$ cat config.mk
export PLATFORM = sky130hd
export DESIGN_NAME = regm_wb
export DESIGN_NICKNAME = d
export VERILOG_FILES = /design/src/rtl/regm_wb.sv
export SDC_FILE = /design/constraint.sdc
export NUM_CORES = 1
export LEC_CHECK = 0
export ABC_AREA = 1
export CAP_MARGIN = 20
export CORE_UTILIZATION = 55
export CTS_CLUSTER_DIAMETER = 40
export DETAILED_ROUTE_END_ITERATION = 8
export PLACE_DENSITY = 0.74
export SLEW_MARGIN = 10
export SYNTH_ARGS = -nofsm -noshare
export SYNTH_HDL_FRONTEND = slang
export SYNTH_SLANG_ARGS = --single-unit
$ cat constraint.sdc
create_clock -name clk -period 9.88 [get_ports clk]
set_input_delay 1.976 -clock clk [delete_from_list [all_inputs] [get_ports clk]]
set_output_delay 1.976 -clock clk [all_outputs]
set_load 0.02 [all_outputs]
$ cat src/rtl/regm_wb.sv
// Write-back arbiter for the register memory's single write port: primary pipeline
// results take priority, and long-latency results wait in a small FIFO with WAW kill.
module regm_wb #(
    parameter int DEPTH      = 4,
    parameter int STARVE_MAX = 8
) (
    input  logic                     clk,
    input  logic                     reset,
    input  logic                     wb_valid,
    input  logic [4:0]               wb_reg,
    input  logic [31:0]              wb_data,
    input  logic                     lu_valid,
    output logic                     lu_ready,
    input  logic [4:0]               lu_reg,
    input  logic [31:0]              lu_data,
    output logic                     regwrite,
    output logic [4:0]               wrreg,
    output logic [31:0]              wrdata,
    input  logic [4:0]               chk_reg1,
    input  logic [4:0]               chk_reg2,
    output logic                     busy1,
    output logic                     busy2,
    output logic                     wb_stall,
    output logic [$clog2(DEPTH):0]   count
);

    localparam int AW = $clog2(DEPTH);
    localparam int SW = $clog2(STARVE_MAX) + 1;
    localparam logic [AW:0]   FULL       = (AW+1)'(DEPTH);
    localparam logic [SW-1:0] STARVE_TOP = SW'(STARVE_MAX - 1);

    logic [4:0]       ent_reg_q  [DEPTH];
    logic [31:0]      ent_data_q [DEPTH];
    logic [DEPTH-1:0] ent_vld_q;
    logic [AW-1:0]    head_q, tail_q;
    logic [AW:0]      count_q, count_d;
    logic [SW-1:0]    starve_q, starve_d;
    logic             stall_q, stall_d;
    logic             we_q, we_d;
    logic [4:0]       wrreg_q, wrreg_d;
    logic [31:0]      wrdata_q, wrdata_d;

    logic empty, accept, prim, pop, bypass, push;

    // lu_ready depends only on registered occupancy, so a pop cannot free a slot in the same cycle
    assign empty    = (count_q == '0);
    assign lu_ready = (count_q != FULL);
    assign accept   = lu_valid && lu_ready;
    assign prim     = wb_valid && (wb_reg != 5'd0);
    assign pop      = !prim && !empty;
    assign bypass   = !prim && empty && accept && (lu_reg != 5'd0);
    assign push     = accept && (lu_reg != 5'd0) && !bypass;

    always_comb begin
        we_d     = 1'b0;
        wrreg_d  = wrreg_q;
        wrdata_d = wrdata_q;
        if (prim) begin
            we_d     = 1'b1;
            wrreg_d  = wb_reg;
            wrdata_d = wb_data;
        end else if (pop) begin
            if (ent_vld_q[head_q]) begin
                we_d     = 1'b1;
                wrreg_d  = ent_reg_q[head_q];
                wrdata_d = ent_data_q[head_q];
            end
        end else if (bypass) begin
            we_d     = 1'b1;
            wrreg_d  = lu_reg;
            wrdata_d = lu_data;
        end
    end

    always_comb begin
        count_d = count_q;
        case ({push, pop})
            2'b10:   count_d = count_q + (AW+1)'(1);
            2'b01:   count_d = count_q - (AW+1)'(1);
            default: count_d = count_q;
        endcase
    end

    always_comb begin
        starve_d = '0;
        stall_d  = 1'b0;
        if (!empty && !pop) begin
            stall_d  = (starve_q == STARVE_TOP);
            starve_d = (starve_q == STARVE_TOP) ? starve_q : starve_q + SW'(1);
        end
    end

    always_comb begin
        busy1 = 1'b0;
        busy2 = 1'b0;
        for (int i = 0; i < DEPTH; i++) begin
            if (ent_vld_q[i] && ent_reg_q[i] == chk_reg1) busy1 = 1'b1;
            if (ent_vld_q[i] && ent_reg_q[i] == chk_reg2) busy2 = 1'b1;
        end
        if (we_q && wrreg_q == chk_reg1) busy1 = 1'b1;
        if (we_q && wrreg_q == chk_reg2) busy2 = 1'b1;
        if (chk_reg1 == 5'd0) busy1 = 1'b0;
        if (chk_reg2 == 5'd0) busy2 = 1'b0;
    end

    always_ff @(posedge clk or posedge reset) begin
        if (reset) begin
            for (int i = 0; i < DEPTH; i++) begin
                ent_reg_q[i]  <= '0;
                ent_data_q[i] <= '0;
            end
            ent_vld_q <= '0;
            head_q    <= '0;
            tail_q    <= '0;
            count_q   <= '0;
            starve_q  <= '0;
            stall_q   <= 1'b0;
            we_q      <= 1'b0;
            wrreg_q   <= '0;
            wrdata_q  <= '0;
        end else begin
            if (prim) begin
                for (int i = 0; i < DEPTH; i++) begin
                    if (ent_reg_q[i] == wb_reg) ent_vld_q[i] <= 1'b0;
                end
            end
            if (pop) begin
                ent_vld_q[head_q] <= 1'b0;
                head_q            <= head_q + AW'(1);
            end
            // Later assignment wins: a beat pushed alongside a kill is younger and stays valid
            if (push) begin
                ent_vld_q[tail_q]  <= 1'b1;
                ent_reg_q[tail_q]  <= lu_reg;
                ent_data_q[tail_q] <= lu_data;
                tail_q             <= tail_q + AW'(1);
            end
            count_q  <= count_d;
            starve_q <= starve_d;
            stall_q  <= stall_d;
            we_q     <= we_d;
            wrreg_q  <= wrreg_d;
            wrdata_q <= wrdata_d;
        end
    end

    assign regwrite = we_q;
    assign wrreg    = wrreg_q;
    assign wrdata   = wrdata_q;
    assign wb_stall = stall_q;
    assign count    = count_q;

endmodule

## After elaboration in Yosys (flattened, before gate mapping)

Cells that the tools add are included.

| operators by class | value |
|---|---|
| $add $sub $neg | 5 |
| $lt $le $gt $ge | 7 |
| equal/unequal tests | 20 |
| muxes and demuxes | 53 |
| bitwise logic cells | 5 |
| reduce and logical (&&, ||, !) cells | 34 |

Operators with widths:

| operator | count |
|---|---|
| two-way mux 32 bit | 7 |
| bitwise mux 128 bit | 1 |
| equality test 5 bit | 14 |
| binary-select mux 32 bit (select 2 bit) | 1 |
| demux 32 bit (select 2 bit) | 1 |
| two-way mux 5 bit | 7 |
| two-way mux 1 bit | 24 |
| logical AND 1 bit | 22 |
| bitwise mux 20 bit | 1 |
| two-way mux 4 bit | 5 |
| binary-select mux 5 bit (select 2 bit) | 1 |
| demux 5 bit (select 2 bit) | 1 |
| zero test 5 bit | 2 |
| nonzero test 5 bit | 2 |
| >= comparator 3 bit, second input constant | 2 |
| < comparator 2 x 3 -> 1 bit, second input constant | 2 |
| inverter 2 -> 3 bit | 2 |
| case mux 3 bit (2 select lines) | 1 |
| adder 2 x 1 -> 2 bit, second input constant | 2 |
| adder 4 x 1 -> 4 bit, second input constant | 1 |
| AND 4 bit | 1 |
| demux 1 bit (select 2 bit) | 2 |
| equality test 4 x 3 -> 1 bit, second input constant | 1 |
| >= comparator 2 x 1 -> 1 bit, second input constant | 2 |
| 16 further kinds | 19 |

| storage, ports and cells | value |
|---|---|
| bits in registers | 202 |
| input port bits | 88 |
| word-level logic and storage cells | 141 |

## Depth between registers and ports, before layout

Gate-level depths: netlist (run 1).

| depth | value |
|---|---|
| depth in word-level cells | 10 |
| gate-level depth with buffers | 12 |

## Least setup slack after synthesis (run 1)

OpenSTA, ideal clock, no wires.

| timing | value |
|---|---|
| path kind | input-to-output |
| start | input chk_reg1[3] |
| end | output busy1 |
| arrival | 2.943 ns |
| required time | 7.904 ns |
| slack | 4.961 ns |
| cell stages on the path | 9 |
| cells stage by stage | clkbuf_1 inv_1 nand2_1 nand2_1 nor2_1 nand3_1 nand3_1 nor2_1 nor2_1 |

| on the way | value |
|---|---|
| word-level cells in the longest chain between the ends | 8 |
| elaborated cells between the ends (all ways) | 17 |
| classes of those cells | 5 x eq/ne; 6 x mux; 6 x reduce/logical |

RTL lines:

| what | RTL line | RTL |
|---|---|---|
| start, declared | 19 | `input logic [4:0] chk_reg1,` |
| equality test 5 bit | 97 | `if (ent_vld_q[i] && ent_reg_q[i] == chk_reg1) busy1 = 1'b1;` |
| logical AND 1 bit | 97 |  |
| two-way mux 1 bit (4 in a row) | 97 |  |
| two-way mux 1 bit | 100 | `if (we_q && wrreg_q == chk_reg1) busy1 = 1'b1;` |
| two-way mux 1 bit * | 102 | `if (chk_reg1 == 5'd0) busy1 = 1'b0;` |
| end, declared | 21 | `output logic busy1,` |

Mark *: on every way between the ends. The rest lies on a longest branch, timed or not.

## Worst setup path in the final report (run 1)

| timing | value |
|---|---|
| start | input chk_reg2[1] |
| end | output busy2 |

| on the way | value |
|---|---|
| word-level cells in the longest chain between the ends | 8 |
| elaborated cells between the ends (all ways) | 17 |
| classes of those cells | 5 x eq/ne; 6 x mux; 6 x reduce/logical |

RTL lines:

| what | RTL line | RTL |
|---|---|---|
| start, declared | 20 | `input logic [4:0] chk_reg2,` |
| equality test 5 bit | 98 | `if (ent_vld_q[i] && ent_reg_q[i] == chk_reg2) busy2 = 1'b1;` |
| logical AND 1 bit | 98 |  |
| two-way mux 1 bit (4 in a row) | 98 |  |
| two-way mux 1 bit | 101 | `if (we_q && wrreg_q == chk_reg2) busy2 = 1'b1;` |
| two-way mux 1 bit * | 103 | `if (chk_reg2 == 5'd0) busy2 = 1'b0;` |
| end, declared | 22 | `output logic busy2,` |

Marks and branches as above.

==> results of run 1 <==
-- stage by stage --
step | instance area [um2] | setup slack (ps) | total power [mW] | util, %
3_5_place_dp | 12800 | 3960 | 3.69 | 62.4
3_3_place_gp | 12800 | 3950 | 3.65 | 62.4
4_1_cts | 13800 | 3940 | 4.80 | 67.5
6_report | 13800 | 3960 | 4.80 | 67.6
2_1_floorplan | 11600 | 2390 | 3.07 | -
5_1_grt | 13800 | 3760 | 5.17 | 67.6
-- area by class of cell --
cell class	instances	area share [%]
Clock buffer	40	6.21
Clock inverter	16	1.27
Inverter	190	5.20
Multi-Input combinational cell	1103	38.0
Sequential cell	202	36.5
Tap cell	270	2.44
Timing Repair Buffer	145	10.3
-- layer usage --
layer,vias up,track usage (%),wire length [um]
met2,415,51.8,15000
met4,0,9.90,939
li1,5102,-,-
met3,80,3.82,2260
met5,-,0,0
met1,4951,42.2,14100
-- worst max-delay path by stage --
stage                to        start  slack (ps)
3_5_place_dp      busy2  chk_reg2[1]        3960
5_1_grt           busy2  chk_reg2[1]        3760
4_1_cts           busy2  chk_reg2[1]        3940
2_1_floorplan  count[0]        reset        2390
6_report          busy2  chk_reg2[1]        3960
3_3_place_gp      busy2  chk_reg2[1]        3950
-- worst min-delay path, stage by stage, from the launching register on --
cell and delay (ps):
dfrtp_1 340, nand2_1 50, nand2_1 50
-- sequential cells by signal (all words and copies together) (netlist names) --
name	count
tail_q	2
wrdata	32
count	3
wrreg	5
ent_data_q	128
wb_stall	1
regwrite	1
ent_vld_q	4
head_q	2
ent_reg_q	20
starve_q	4
-- synth_stat cells (all sizes together) --
cell type,instances,area [um2]
a21oi,3,15.0
buf,76,529
clkbuf,17,67.6
dfrtp,202,5050
fa,1,20.0
ha,10,125
inv,190,713
nand2,606,2320
nand3,207,1050
nor2,71,318
nor3,3,15.0
o211ai,1,7.51
o21ai,166,1080
o31ai,1,7.51
xnor2,9,78.8
xor2,25,219
-- cells by family (layout without fill, tap and decap cells) --
| family | count (synthesis) | after routing | share of synthesized area [%] |
|---|---|---|---|
| compound gates | 171 | 171 | 9.57 |
| xor+xnor | 34 | 34 | 2.56 |
| fa+ha+maj | 11 | 11 | 1.25 |
| buf+inv | 283 | 391 | 11.3 |
| flops | 202 | 202 | 43.5 |
| simple gates | 887 | 887 | 31.8 |
-- placed cells by master (no fill, tap or decap), drive strengths merged, types with 2 or more instances in the layout --
cell | Yosys | routed
a21oi | 3 | 3
buf | 76 | 13
bufinv | 0 | 2
clkbuf | 17 | 40
clkdlybuf4s50 | 0 | 132
clkinv | 0 | 3
clkinvlp | 0 | 4
dfrtp | 202 | 202
ha | 10 | 10
inv | 190 | 197
nand2 | 606 | 606
nand3 | 207 | 207
nor2 | 71 | 71
nor3 | 3 | 3
o21ai | 166 | 166
xnor2 | 9 | 9
xor2 | 25 | 25
-- power by group --
group	total (mW)	internal [mW]	switching (mW)
registers	1.53	1.24	0.298
clock network	1.08	0.671	0.405
logic	2.19	0.819	1.37
==> summary.txt, run 1 <==
Setup path
  – CP cell instances: clkdlybuf4s50_1 > inv_1 > nand2_1 > nand2_1 > nor2_1 > nand3_1 > nand3_1 > nor2_1 > nor2_1 > clkdlybuf4s50_1
  – CP max FO: 7
  – RR Startpoint: count[0]
  – WP data arrival: 3940 ps
  – Worst path required time: 7900 ps
  – Critical path depth: 10
  – Setup crit end kind: primary output
  – Crit-path leading delay family: buffers and inverters
  – Startpoint types: primary input
  – Slowest library cell on the worst path: clkdlybuf4s50_1
  – Cell mode on critical path: nor2_1
  – Worst Reg-to-Reg Cells: 11
  – CP peak stage delay: 640 ps
  – Critical path class: primary input to primary output
  – Reg2reg end: ent_data_q[96]
  – FF-to-FF setup slack: ~6600 ps
  – Worst Path Buf+Inv: 3

Yosys
  – Sequential element share of the synthesized area: 43.5%
  – Synthesized Nets: 1,687
  – Synth cell types: 31
  – Syn avg cell area: 7.32 um2
  – Synthesized cell area: 0.0116 mm2
  – Mapped Cells: 1,588
  – Seq cells post-synth: 202
  – Synth warn: 0

Global routing
  – Initial antenna violation count: 0
  – Number of global-route vias before repair: 10,400
  – First-pass GRT wire length: 54,000 um
  – All-Layer GR Usage: between 30% and 40%
  – Grt ovf: 0
  – Largest net degree at the start of global routing: 95

STA
  – Final min period: 5920 ps
  – Final setup violation count: 0
  – Unrepaired setup endpoints after global routing: no
  – Max-slew headroom: 33.0%
  – Fin Hold WS: 467 ps
  – TNS Setup: 0 ps
  – Period Utilization, post-route: between 50 and 60%
  – Fmax: 169 MHz
  – Pins Over Slew Limit: 0
  – Slew @ Worst Pin: 1000 ps
  – Final Hold Fails: 0
  – Clock Skews: 20.8 ps

Run
  – Max Cap Violations: 0

Die
  – Die Area: 0.0217 mm2
  – Initial Util: a little under three fifths
  – IO Pins: 133
  – Floorplan row count: 52
  – Die Y: 147 um
  – Die Width: 147 um
  – Placeable Area: roughly 0.020 mm2

Clock network
  – Cts hold-fix bufs: 0
  – CTS sink cnt: 202
  – Post-CTS Resized: 0
  – CTS max path bufs: 3
  – H-tree Lvls: 1
  – CTS Buf Count: 31
  – CTS root buf: clkbuf_16
  – Post-CTS Setup Bufs: 0
  – Reg clk slew, reported paths: 60 ps
  – Clk_lat worst skew: ~550 ps
  – TritonCTS clock tree: built

Place
  – DPL Wire Length: 19,400 um
  – Final Wtd Congestion: 0.995
  – PortBufs: 132
  – Placed Cells: 1,909

Worst hold path
  – HP Class: flop to flop
  – Worst hold start: ent_data_q[96]
  – Worst Hold Path EP: ent_data_q[96]
  – Hold Path Depth: 2

Cells and area
  – FF/Latch Area: 0.00506 mm2
  – FILL cells: between 1,500 and 2,000
  – Share of layout cells above drive strength 1: 9.14%
  – Nets: 1,772
  – Multi-input logic area: around 0.0053 mm2
  – Area Overhead vs Synth: 19.2%
  – Ant. Diodes: 0
  – Non-filler cells, final: around 2,000

Route
  – Vias per cell: 5.37
  – DRC Markers: 0
  – Initial DRC count: 725
  – Vias after detailed routing: between 10,000 and 15,000
  – Routed wire length: 32,300 um
  – Antenna viol nets, final: 0
  – Drt first pass iters: 5
  – DR WL/cell: 16.4 um

Power and ir drop
  – Lkg Pwr: 6.93 nW
  – Peak supply drop: 0.190 mV
  – Pwr dens: between 300 and 400 mW/mm2

Status
  – Status: finished clean
No activity file was read; power rests on OpenSTA's default activity.
==> inputs of run 2 (changes only) <==
--- a/config.mk
+++ b/config.mk
@@ -7,7 +7,7 @@
 export LEC_CHECK = 0
 export ABC_AREA = 1
 export CAP_MARGIN = 20
-export CORE_UTILIZATION = 55
+export CORE_UTILIZATION = 52
 export CTS_CLUSTER_DIAMETER = 40
 export DETAILED_ROUTE_END_ITERATION = 8
 export PLACE_DENSITY = 0.74
==> constraint.sdc (replaced) <==
create_clock -name clk -period 5.1 [get_ports clk]
set_input_delay 1.02 -clock clk [delete_from_list [all_inputs] [get_ports clk]]
set_output_delay 1.02 -clock clk [all_outputs]
set_load 0.02 [all_outputs]
==> summary.txt, run 2 (synthesis gave the netlist of run 1 again) <==
Die
  – Die Width: 151 um (+2.8%)
  – Initial Util: 53.1% (-3.6 points)
  – Die Area: 0.0229 mm2 (+5.7%)
  – Floorplan row count: 54 (+3.8%)
  – IO Pins: 133 (unchanged)
  – Die Y: 151 um (+2.8%)
  – Placeable Area: 0.0219 mm2 (+6.8%)

Global routing
  – Grt ovf: 0 (unchanged)
  – Initial antenna violation count: 0 (unchanged)
  – Number of global-route vias before repair: 9,927 (-4.5%)
  – All-Layer GR Usage: 29.7% (-1.3 points)
  – Largest net degree at the start of global routing: 159 (+67%)
  – First-pass GRT wire length: 52,900 um (-2.1%)

STA
  – Final setup violation count: 0 (unchanged)
  – Final Hold Fails: 0 (unchanged)
  – Max-slew headroom: 32.3% (-0.78 points)
  – Period Utilization, post-route: roughly 80%
  – Pins Over Slew Limit: 0 (unchanged)
  – Clock Skews: 14.8 ps (-6.01 ps)
  – TNS Setup: 0 ps (unchanged)
  – Slew @ Worst Pin: 1020 ps (+11.7 ps)
  – Final min period: 4000 ps
  – Fmax: 250 MHz
  – Unrepaired setup endpoints after global routing: no

Clock network
  – Post-CTS Resized: 0 (unchanged)
  – H-tree Lvls: 1 (unchanged)
  – Cts hold-fix bufs: 0 (unchanged)
  – Post-CTS Setup Bufs: 0 (unchanged)
  – Clk_lat worst skew: 560 ps (about the same)
  – Reg clk slew, reported paths: 50 ps (about the same)
  – CTS max path bufs: 3 (unchanged)
  – CTS sink cnt: 202 (unchanged)
  – TritonCTS clock tree: built
  – CTS root buf: clkbuf_16
  – CTS Buf Count: 31 (unchanged)

Setup path
  – Worst path required time: 4080 ps (-3820 ps)
  – Slowest library cell on the worst path: clkdlybuf4s50_1
  – Setup crit end kind: primary output
  – CP max FO: 7 (unchanged)
  – Crit path from: chk_reg1[2]
  – CP peak stage delay: 640 ps (about the same)
  – Startpoint types: primary input
  – FF-to-FF setup slack: 2210 ps (-4430 ps)
  – CP cell instances: clkdlybuf4s50_1 > inv_1 > nand2_1 > nand2_1 > nor2_1 > nand3_1 > nand3_1 > nor2_1 > nor2_1 > clkdlybuf4s50_1
  – Reg2reg end: wrdata[9]
  – RR Startpoint: head_q[0]
  – Worst Reg-to-Reg Cells: 9 (-2)
  – Cell mode on critical path: nor2_1
  – Critical path class: primary input to primary output
  – WP data arrival: 2980 ps (-960 ps)
  – Worst Path Buf+Inv: 3 (unchanged)
  – Crit-path leading delay family: buffers and inverters

Power and ir drop
  – Logic pwr share: 45.2% (-0.4 points)
  – P_sw: 4.07 mW (+96%)
  – Lkg Pwr: 7.00 nW (+1.1%)
  – Peak supply drop: 0.383 mV (+100%)
  – Clock power share: 23.7% (+1.3 points)
  – Pwr dens: 677 mW/mm2 (+95%)
  – Sequential power share: 31.1% (-0.9 points)
  – Total internal power: 5.42 mW (+99%)
  – Sw Share: 42.9% (-0.34 points)

Cells and area
  – Reg with most FFs: ent_data_q
  – Area Overhead vs Synth: 20.6%
  – Ant. Diodes: 0 (unchanged)
  – Commonest non-fill, non-tap cells in the layout: nand2_1, nand3_1, dfrtp_1
  – Final core occ: 64.0% (-3.5 points)
  – Max reg flops: 128 (unchanged)
  – Commonest non-fill, non-tap cell in the layout: nand2_1
  – Nets: 1,778 (+0.34%)
  – FILL cells: 1,953 (+9.4%)
  – Share of layout cells above drive strength 1: 9.74% (+0.60 points)

Place
  – PortBufs: 132 (unchanged)
  – DPL Wire Length: 21,000 um (+8.3%)
  – Final Wtd Congestion: 1.00 (+0.47%)

Status
  – Status: finished clean

Route
  – Routed wire length: 32,800 um (+1.6%)
  – DR WL/cell: 16.5 um (+0.66%)
  – Drt first pass iters: 6 (+1)
  – DRC Markers: 0 (unchanged)
  – Vias per cell: 5.27 (-1.9%)
  – Antenna viol nets, final: 0 (unchanged)
  – Vias after detailed routing: 10,400 (-0.97%)
  – Initial DRC count: 945 (+30%)

Worst hold path
  – Worst Hold Path EP: wrdata[21]
  – Worst hold start: wrdata[21]
  – HP Class: flop to flop
  – Hold Path Depth: 2 (unchanged)

Run
  – Max Cap Violations: 0 (unchanged)
run 2: cell types whose count changed in the layout (fill, tap and decap cells not counted), moves of 2 or more:
| cell | delta |
|---|---|
| clkbuf_1 | -2 |
| clkinv_4 | +5 |
| inv_6 | -6 |
| buf_12 | +2 |
| clkbuf_8 | -2 |
| clkinv_2 | +2 |
| bufinv_16 | +3 |
| buf_4 | +4 |
run 2: stage by stage:
stage	area (um2)	std cells	power, mW	setup slack [ps]	hold WS, ps
2_1_floorplan	11600	1588	5.96	1460	437
3_5_place_dp	12900	1926	7.22	1080	458
4_1_cts	14000	1984	9.52	1070	472
6_report	14000	1984	9.49	1100	465
3_3_place_gp	12900	1926	7.12	1100	452
5_1_grt	14000	1984	10.2	924	490
run 2: worst max path at each step:
stage / endpoint / slack, ps / depth (start not counted)
2_1_floorplan: count[0] / 1460 / 1
3_3_place_gp: busy1 / 1100 / 10
3_5_place_dp: busy1 / 1080 / 10
4_1_cts: busy1 / 1070 / 10
5_1_grt: busy1 / 920 / 10
6_report: busy1 / 1100 / 10
run 2: per-layer routing:
| layer | global-route usage, % | part of all wire (%) | vias up |
|---|---|---|---|
| met4 | 8.30 | 2.1 | 0 |
| met1 | 41.5 | 44 | 4876 |
| met2 | 48.7 | 47 | 387 |
| met3 | 3.65 | 6.8 | 56 |
| met5 | 0 | 0 | - |
| li1 | - | - | 5127 |
run 2: tightest hold or removal path, cell delays in order, from the launching register on:
cell	delay (ps)
dfrtp_1	340
nand2_1	50
nand2_1	40
run 2: final cells by class:
type	count	area, um2	area share [%]
well taps	280	350	2.50
clock buffers	36	825	5.88
inverters	190	717	5.12
flip-flops and latches	202	5060	36.1
clock inverters	22	299	2.13
multi-input cells	1103	5270	37.6
repair buffers	151	1500	10.7
run 2: power by group through the flow:
stage	clock (mW)	sequential, mW	combinational (mW)
6_report	2.25	2.95	4.29
5_1_grt	2.34	3.02	4.84
4_1_cts	2.28	2.94	4.31
3_5_place_dp	0	2.96	4.27
3_3_place_gp	0	2.94	4.18
2_1_floorplan	0	2.91	3.04
==> inputs of run 3 (changes only) <==
--- a/config.mk
+++ b/config.mk
@@ -7,7 +7,7 @@
 export LEC_CHECK = 0
 export ABC_AREA = 1
 export CAP_MARGIN = 20
-export CORE_UTILIZATION = 52
+export CORE_UTILIZATION = 55
 export CTS_CLUSTER_DIAMETER = 40
 export DETAILED_ROUTE_END_ITERATION = 8
 export PLACE_DENSITY = 0.74
==> constraint.sdc (replaced) <==
create_clock -name clk -period 3.7 [get_ports clk]
set_input_delay 0.74 -clock clk [delete_from_list [all_inputs] [get_ports clk]]
set_output_delay 0.74 -clock clk [all_outputs]
set_load 0.02 [all_outputs]
==> summary.txt, run 3 (synthesis gave the netlist of run 1 again) <==
Status
  – Status: finished clean

Global routing
  – First-pass GRT wire length: 54,100 um (+2.4%)
  – Initial antenna violation count: 0 (unchanged)
  – Grt ovf: 0 (unchanged)
  – All-Layer GR Usage: 31.6% (+1.8 points)
  – Number of global-route vias before repair: 10,500 (+5.6%)
  – Largest net degree at the start of global routing: 89 (-44%)

Route
  – DR WL/cell: 16.6 um (+0.27%)
  – Initial DRC count: 853 (-9.7%)
  – Antenna viol nets, final: 0 (unchanged)
  – DRC Markers: 0 (unchanged)
  – Vias after detailed routing: 10,600 (+1.7%)
  – Vias per cell: 5.35 (+1.6%)
  – Drt first pass iters: 5 (-1)
  – Routed wire length: 32,900 um (+0.32%)

Setup path
  – Setup crit end kind: primary output
  – Crit-path leading delay family: buffers and inverters
  – Critical path class: primary input to primary output
  – WP data arrival: 2720 ps (-260 ps)
  – CP peak stage delay: 650 ps (about the same)
  – Slowest library cell on the worst path: clkdlybuf4s50_1
  – CP cell instances: clkdlybuf4s50_1 > inv_1 > nand2_1 > o21ai_0 > nor2_1 > nand3_1 > nand2_1 > nor2_1 > nor2_1 > clkdlybuf4s50_1
  – Worst path required time: 2960 ps (-1120 ps)
  – Startpoint types: primary input
  – CP max FO: 7 (unchanged)
  – Worst Path Buf+Inv: 3 (unchanged)
  – Cell mode on critical path: nor2_1

STA
  – Final Hold Fails: 0 (unchanged)
  – Period Utilization, post-route: 93.6%
  – TNS Setup: 0 ps (unchanged)
  – Clock Skews: 34.6 ps (+19.9 ps)
  – Unrepaired setup endpoints after global routing: no
  – Slew @ Worst Pin: 960 ps (-56.4 ps)
  – Fmax: 289 MHz
  – Max-slew headroom: 36.0% (+3.8 points)
  – Final min period: 3460 ps
  – Setup ws final: 237 ps (-858 ps)
  – Final setup violation count: 0 (unchanged)
  – Pins Over Slew Limit: 0 (unchanged)

Power and ir drop
  – Clock power share: 23.9% (+0.2 points)
  – Sw Share: 42.6% (-0.25 points)
  – Total internal power: 7.62 mW (+41%)
  – Lkg Pwr: 7.10 nW (+1.5%)
  – Peak supply drop: 0.685 mV (+79%)
  – P_sw: 5.65 mW (+39%)
  – Pwr dens: 936 mW/mm2 (+38%)
  – Sequential power share: 30.0% (-1.1 points)
  – Logic pwr share: 46.0% (+0.8 points)

Run
  – Max Cap Violations: 0 (unchanged)

Clock network
  – Clk_lat worst skew: 520 ps (-40 ps)
  – CTS Buf Count: 34 (+9.7%)
  – Cts hold-fix bufs: 0 (unchanged)
  – Post-CTS Setup Bufs: 0 (unchanged)
  – Reg clk slew, reported paths: 50 ps (about the same)
  – CTS root buf: clkbuf_16
  – CTS max path bufs: 3 (unchanged)
  – TritonCTS clock tree: built
  – CTS sink cnt: 202 (unchanged)
  – Post-CTS Resized: 0 (unchanged)
  – H-tree Lvls: 2 (+1)

Cells and area
  – Commonest non-fill, non-tap cells in the layout: nand2_1, nand3_1, dfrtp_1
  – Commonest non-fill, non-tap cell in the layout: nand2_1
  – Ant. Diodes: 0 (unchanged)
  – FILL cells: 1,747 (-11%)
  – Share of layout cells above drive strength 1: 10.3% (+0.58 points)
  – Reg with most FFs: ent_data_q
  – Max reg flops: 128 (unchanged)
  – Fin area: 0.0142 mm2 (+1.2%)
  – Area Overhead vs Synth: 22.0%
  – Multi-input logic area: 0.00526 mm2 (about the same)
  – FF/Latch Area: 0.00506 mm2 (unchanged)
  – Nets: 1,790 (+0.67%)

Place
  – Placed cell area: 0.0130 mm2 (+0.74%)
  – Final Wtd Congestion: 0.992 (-0.79%)
  – DPL Wire Length: 20,600 um (-2.1%)
  – Dpl ws: 251 ps (-830 ps)
  – PortBufs: 132 (unchanged)

Die
  – Placeable Area: 0.0205 mm2 (-6.4%)
  – Die Width: 147 um (-2.7%)
  – IO Pins: 133 (unchanged)
  – Die Area: 0.0217 mm2 (-5.4%)
  – Initial Util: 56.7% (+3.6 points)
  – Die Y: 147 um (-2.7%)
  – Floorplan row count: 52 (-3.7%)

Worst hold path
  – HP Class: flop to flop
-- run 3: changes by cell type in the layout (fill, tap and decap cells not counted), sizes merged --
cell | before | now
buf | 19 | 28
clkbuf | 36 | 41
clkinv | 10 | 13
clkinvlp | 5 | 2
bufinv | 5 | 3
inv | 192 | 191
-- run 3: final cells by class --
class	instances	area share [%]
Inverter	190	5.06
Clock buffer	41	6.69
Sequential cell	202	35.7
Clock inverter	19	1.51
Tap cell	270	2.38
Multi-Input combinational cell	1103	37.1
Timing Repair Buffer	160	11.6
-- run 3: metal layers --
metal  track usage [%]  part of all wire, %  up-vias
met5                 0                    0        -
met4              10.6                  2.4        0
met3              4.13                  7.0       57
met2              51.9                   47      422
met1              43.2                   43     4997
li1                  -                    -     5143
-- run 3: worst reg2reg max path, stage by stage, from the launching register on --
cell and delay (ps):
dfrtp_1 410, nor2_1 160, nand2_1 490, inv_1 300, nand2_4 120, nand2_8 120, ha_1 160, inv_1 60
fa_1 370, a21oi_1 140, o21ai_0 110, xor2_1 150
-- run 3: per-stage QoR --
step	util [%]	hold slack, ps	total power, mW	cells
after floorplan	-	437	8.21	1588
after global placement	63.4	453	9.86	1924
after detailed placement	63.4	457	9.97	1924
after CTS	69.0	471	13.2	1984
after global routing	69.2	481	14.2	1985
final	69.2	467	13.3	1985
-- run 3: worst paths after layout --
path | cells past startpoint | from | to | slack, ps
setup / recovery | 10 | chk_reg2[1] | busy2 | 240
hold / removal | 2 | wrdata[4] | wrdata[4] | 470
setup reg to reg | 11 | count[1] | count[2] | 970
hold reg to reg | 2 | wrdata[4] | wrdata[4] | 470
max in group asynchronous | 3 | reset | ent_data_q[96] | 2150
min in group asynchronous | 2 | reset | wrdata[27] | 670
-- run 3: power groups by stage --
| stage | combinational [mW] | clock (mW) | sequential, mW |
|---|---|---|---|
| floorplan | 4.19 | 0 | 4.02 |
| global placement | 5.89 | 0 | 3.97 |
| detailed placement | 5.99 | 0 | 3.99 |
| CTS | 6.07 | 3.20 | 3.96 |
| global route | 6.84 | 3.29 | 4.08 |
| finish | 6.11 | 3.18 | 3.98 |
